## src/rtl/mont_pkg.sv

```systemverilog
//------------------------------------------------------------------------------
// mont_pkg : shared Montgomery constants, FSM state type and counter sizing.
// Revision : 1.0
//------------------------------------------------------------------------------
`default_nettype none

package mont_pkg;

    localparam int MONT_W = 256;

    typedef enum logic [1:0] {
        IDLE = 2'd0,
        RUN  = 2'd1,
        FAIL = 2'd2
    } mont_state_e;

    // Step counter must hold 2W-1; one spare bit keeps the width safe for any W.
    function automatic int mont_cnt_w(input int w);
        return $clog2(2 * w) + 1;
    endfunction

endpackage

`default_nettype wire

```

## src/rtl/mont_dbl_mod.sv

```systemverilog
//------------------------------------------------------------------------------
// mont_dbl_mod : combinational y = 2x mod p, valid when x < p.
// Revision     : 1.0
//------------------------------------------------------------------------------
`default_nettype none

module mont_dbl_mod #(
    parameter int W = 256
) (
    input  logic [W-1:0] x,
    input  logic [W-1:0] p,
    output logic [W-1:0] y
);

    logic [W:0] t;
    logic [W:0] p_ext;
    logic [W:0] res;
    logic       unused_msb;

    assign t     = {x, 1'b0};
    assign p_ext = {1'b0, p};
    // With x < p the reduced result is always below p, so its top bit is zero.
    assign res   = (t >= p_ext) ? (t - p_ext) : t;
    assign y     = res[W-1:0];
    assign unused_msb = res[W];

endmodule

`default_nettype wire

```

## src/rtl/mont_r2_precompute.sv

```systemverilog
//------------------------------------------------------------------------------
// mont_r2_precompute : computes R^2 mod P (R = 2^W) by 2W doubling steps.
// Revision           : 1.0
//------------------------------------------------------------------------------
`default_nettype none

module mont_r2_precompute
    import mont_pkg::*;
#(
    parameter int W = MONT_W
) (
    input  logic         clk,
    input  logic         rst_n,
    input  logic         start,
    input  logic [W-1:0] P,
    output logic [W-1:0] R2,
    output logic         busy,
    output logic         done,
    output logic         err
);

    localparam int            CW   = mont_cnt_w(W);
    localparam logic [CW-1:0] LAST = CW'(2 * W - 1);

    mont_state_e   state_q, state_d;
    logic [W-1:0]  p_q, p_d;
    logic [W-1:0]  x_q, x_d;
    logic [W-1:0]  r2_q, r2_d;
    logic [CW-1:0] cnt_q, cnt_d;
    logic          busy_q, busy_d;
    logic          done_q, done_d;
    logic          err_q, err_d;
    logic [W-1:0]  x_dbl;
    logic          p_ok;

    mont_dbl_mod #(.W(W)) u_dbl (
        .x (x_q),
        .p (p_q),
        .y (x_dbl)
    );

    assign p_ok = P[0] && (P >= W'(3));

    always_comb begin
        state_d = state_q;
        p_d     = p_q;
        x_d     = x_q;
        r2_d    = r2_q;
        cnt_d   = cnt_q;
        busy_d  = busy_q;
        done_d  = 1'b0;
        err_d   = err_q;
        case (state_q)
            IDLE: begin
                if (start) begin
                    p_d     = P;
                    x_d     = W'(1);
                    cnt_d   = '0;
                    err_d   = 1'b0;
                    busy_d  = 1'b1;
                    state_d = p_ok ? RUN : FAIL;
                end
            end
            RUN: begin
                x_d   = x_dbl;
                cnt_d = cnt_q + 1'b1;
                if (cnt_q == LAST) begin
                    r2_d    = x_dbl;
                    done_d  = 1'b1;
                    busy_d  = 1'b0;
                    state_d = IDLE;
                end
            end
            FAIL: begin
                r2_d    = '0;
                err_d   = 1'b1;
                done_d  = 1'b1;
                busy_d  = 1'b0;
                state_d = IDLE;
            end
            default: state_d = IDLE;
        endcase
    end

    always_ff @(posedge clk or negedge rst_n) begin
        if (!rst_n) begin
            state_q <= IDLE;
            p_q     <= '0;
            x_q     <= '0;
            r2_q    <= '0;
            cnt_q   <= '0;
            busy_q  <= 1'b0;
            done_q  <= 1'b0;
            err_q   <= 1'b0;
        end else begin
            state_q <= state_d;
            p_q     <= p_d;
            x_q     <= x_d;
            r2_q    <= r2_d;
            cnt_q   <= cnt_d;
            busy_q  <= busy_d;
            done_q  <= done_d;
            err_q   <= err_d;
        end
    end

    assign R2   = r2_q;
    assign busy = busy_q;
    assign done = done_q;
    assign err  = err_q;

endmodule

`default_nettype wire

```

## config.mk

```make
export PLATFORM = sky130hd
export DESIGN_NAME = mont_r2_precompute
export DESIGN_NICKNAME = d
export VERILOG_FILES = /design/src/rtl/mont_pkg.sv /design/src/rtl/mont_dbl_mod.sv /design/src/rtl/mont_r2_precompute.sv
export SDC_FILE = /design/constraint.sdc
export NUM_CORES = 2
export LEC_CHECK = 0
export BUFFER_PORTS_ARGS = -buffer_cell sky130_fd_sc_hd__buf_2
export CAP_MARGIN = 30
export CORE_MARGIN = 5
export CORE_UTILIZATION = 41
export CTS_CLUSTER_SIZE = 8
export DETAILED_ROUTE_END_ITERATION = 8
export PLACE_DENSITY = 0.62
export SKIP_LAST_GASP = 1
export SYNTH_ARGS = -nofsm -noshare
export SYNTH_HDL_FRONTEND = slang
export SYNTH_SLANG_ARGS = --single-unit
export TNS_END_PERCENT = 50
```

## constraint.sdc

```tcl
create_clock -name clk -period 5.9 [get_ports clk]
set_input_delay 1.77 -clock clk [delete_from_list [all_inputs] [get_ports clk]]
set_output_delay 1.77 -clock clk [all_outputs]
set_load 0.03 [all_outputs]
```

==> qor.txt <==
Post-route setup slack = 0.138 ns
Port Buffers = 517
Initial antenna violation count = 15
Worst slew pin tran = 1.17 ns
Register area share after synthesis = 37.4%
CTS tree = yes
Crit-path max cell delay = 0.67 ns
First-pass GRT wire length = 345,000 um
Clock root cell = clkbuf_16
Post-synth top cells = nand2_1 (1,072), o21ai_0 (852), dfrtp_1 (783)
Number of synthesized flops with an enable pin = 0
Cells after DPL = 8,639
Antenna Nets Post-Route = 0
CP startpoint kind = flip-flop
Vias in the first global route = 51,967
GR Overflow Total = 0
Die ar. = 0.135 mm2
Critical path arrival = 6.37 ns
Final Hold Vio Count = 0
Type of the worst setup path = flip-flop to flip-flop
CTS clk-pin slew, worst paths = 0.05 ns
Synth area leaders = dfrtp_1 (37%), o21ai_0 (8.1%), nand2_1 (7.7%)
Fill cells = 12,800
Die Y = 368 um
Worst rel slew slack = 22.0%
Area of the mapped netlist = 0.0524 mm2
Fin crit period = 5.76 ns
# setup viols final = 0
Max frequency = 0.174 GHz
Finished Layout Cells = 8,778
WHS = 0.472 ns
# rows = 131
Pre-Repair DR Iteration Count = 6
Hold Path Class = flip-flop to flip-flop
Leak = 27.8 nW
Remaining DRCs = 0
Pre-CTS WS = -0.0782 ns
Total wire length = 234,000 um
Main synth FF type = dfrtp_1
Critical path peak fanout = 83
PwrDens = 373 mW/mm2
Largest net degree at the start of global routing = 140
Setup TNS = 0 ns
CTS Hold Bufs = 0
Outcome = completed
Nets = 7,613
Clk buf depth = 3
I/O pins = 518
CTS sink count = 783
Tcrit/Tclk final = 97.7%
RePlAce Congestion = 1.02
DP HPWL = 188,000 um
Unique masters post-synth = 91
RSZ-0062 raised after global routing = no
DIE WIDTH = 368 um
DR WL/cell = 26.7 um
Area grow syn2layout = 15.1%
Peak VDD IR = 0.516 mV
#FFs+latches synth = 783
Async set-reset flop share out of synthesis = 100%
Crit end category = flip-flop
Share of the synthesized area in the top cell type = 37.4%
Slew Viols, Final = 0
Net Count, Synth = 7,196
Multi-input gate area = 0.0299 mm2
Initial Util = 41.2%
CP max stage cell = o311ai_1
Cts bufs inserted = 110
Gate Count Post-Synth = 6,675
GRT Total Usage = 33.5%
Most frequent cell after synthesis = nand2_1
Register area = 0.0196 mm2
Share of layout cells above drive strength 1 = 13.5%
Setup Fix Bufs, Post-CTS = 2
Iter 0 DRT Violations = 5,376
Core area = 0.127 mm2
Largest area contributor in the netlist = dfrtp_1
Worst path required time = 6.50 ns
Synth warn = 0
Max_cap viols = 0
Vias per cell = 6.09
Post-cts resize count = 0
H-tree depth = 3
Routed vias = 53,460
Worst path cell trace = ha_1 > a21oi_1 > a2bb2oi_1 > nor2_1 > o311ai_1 > nand2_2 > a21oi_2 > o31ai_2 > or4b_1 > a31oi_1 > a41oi_4 > buf_12 > buf_12 > buf_4 > nor2_1 > a21oi_1 > o21ai_0
Latest clock arrival within the worst-skew pair = 0.76 ns
Skew final = 0.0495 ns
Syn Area/Cell = 7.86 um2
==> cell type report <==
cell class / instances / area share [%]
clock buffers: 119 / 4.70
repair buffers: 714 / 7.29
multi-input cells: 5116 / 49.5
well taps: 1662 / 3.44
inverters: 367 / 2.28
clock inverters: 10 / 0.342
flip-flops and latches: 783 / 32.4
diodes: 7 / 0.0290
==> cells in the final DEF (no fill, tap or decap), types with 23 or more instances in the layout <==
cell type,count
a21boi_0,30
a21o_1,99
a21oi_1,593
a21oi_2,50
a22o_1,52
a22oi_1,61
a31oi_1,46
a32oi_1,24
and3_1,23
and4_1,32
buf_12,25
buf_2,518
buf_4,169
clkbuf_16,110
dfrtp_1,783
ha_1,261
inv_1,367
mux2i_1,37
nand2_1,1071
nand2b_1,27
nand3_1,60
nand4_1,205
nor2_1,474
nor3_1,98
nor4_1,92
o211ai_1,23
o21a_1,59
o21ai_0,851
o21ai_1,183
o21bai_1,89
o31ai_1,33
or2_2,25
xnor2_1,149
xor2_1,103
==> flip-flops by register name, indices dropped and copies added (netlist names) <==
signal	flops
busy	1
cnt_q	10
err	1
p_q	256
x_q	256
state_q	2
done	1
R2	256
==> power by group <==
part,switching [W],internal (W)
sequential,0.000244,0.00627
combinational,0.00743,0.00267
clock,0.00248,0.00344
total,0.0102,0.0124
==> final timing paths <==
path                       startpoint       end  slack [ns]  cells past startpoint
setup reg to reg               x_q[5]   x_q[25]        0.14                     17
hold reg to reg               R2[201]   R2[201]        0.47                      2
hold / removal                R2[201]   R2[201]        0.47                      2
setup / recovery               x_q[5]   x_q[25]        0.14                     17
max in group asynchronous       rst_n   x_q[83]        3.52                      2
min in group asynchronous       rst_n  p_q[220]        1.11                      1
==> logic make-up (layout without fill, tap and decap cells) <==
group | Yosys count | in the layout | synth area share (%)
AOI/OAI and AO/OA | 2350 | 2350 | 26.6
and+or+nand+nor | 2209 | 2209 | 18.9
DFF | 783 | 783 | 37.4
buffers and inverters | 776 | 1210 | 5.85
adders and majority gates | 262 | 262 | 6.26
xor gates and xnor gates | 252 | 252 | 4.21
muxes | 43 | 43 | 0.842
other | 0 | 7 | 0
==> per-stage QoR <==
stage | total power [W] | util [%] | instance area (um2)
finish | 0.0225 | 47.4 | 60400
global route | 0.0238 | 47.4 | 60400
CTS | 0.0224 | 47.4 | 60400
detailed placement | 0.0164 | 45.0 | 57300
global placement | 0.0164 | 44.9 | 57200
floorplan | 0.0131 | - | 52400
==> per-layer routing <==
| layer | part of all wire (%) | GRT usage, % |
|---|---|---|
| met1 | 44 | 46.6 |
| met2 | 44 | 52.4 |
| met3 | 8.3 | 7.25 |
| met4 | 3.2 | 10.3 |
| met5 | 0.024 | 0 |
==> critical path, delay by kind of cell (launching register included) <==
family	cells	cell delay, ns
compound gates	9	3.12
simple gates	4	0.83
buf+inv	3	0.80
fa+ha+maj	1	0.42
flops	1	0.40
No activity file was read; power rests on OpenSTA's default activity.
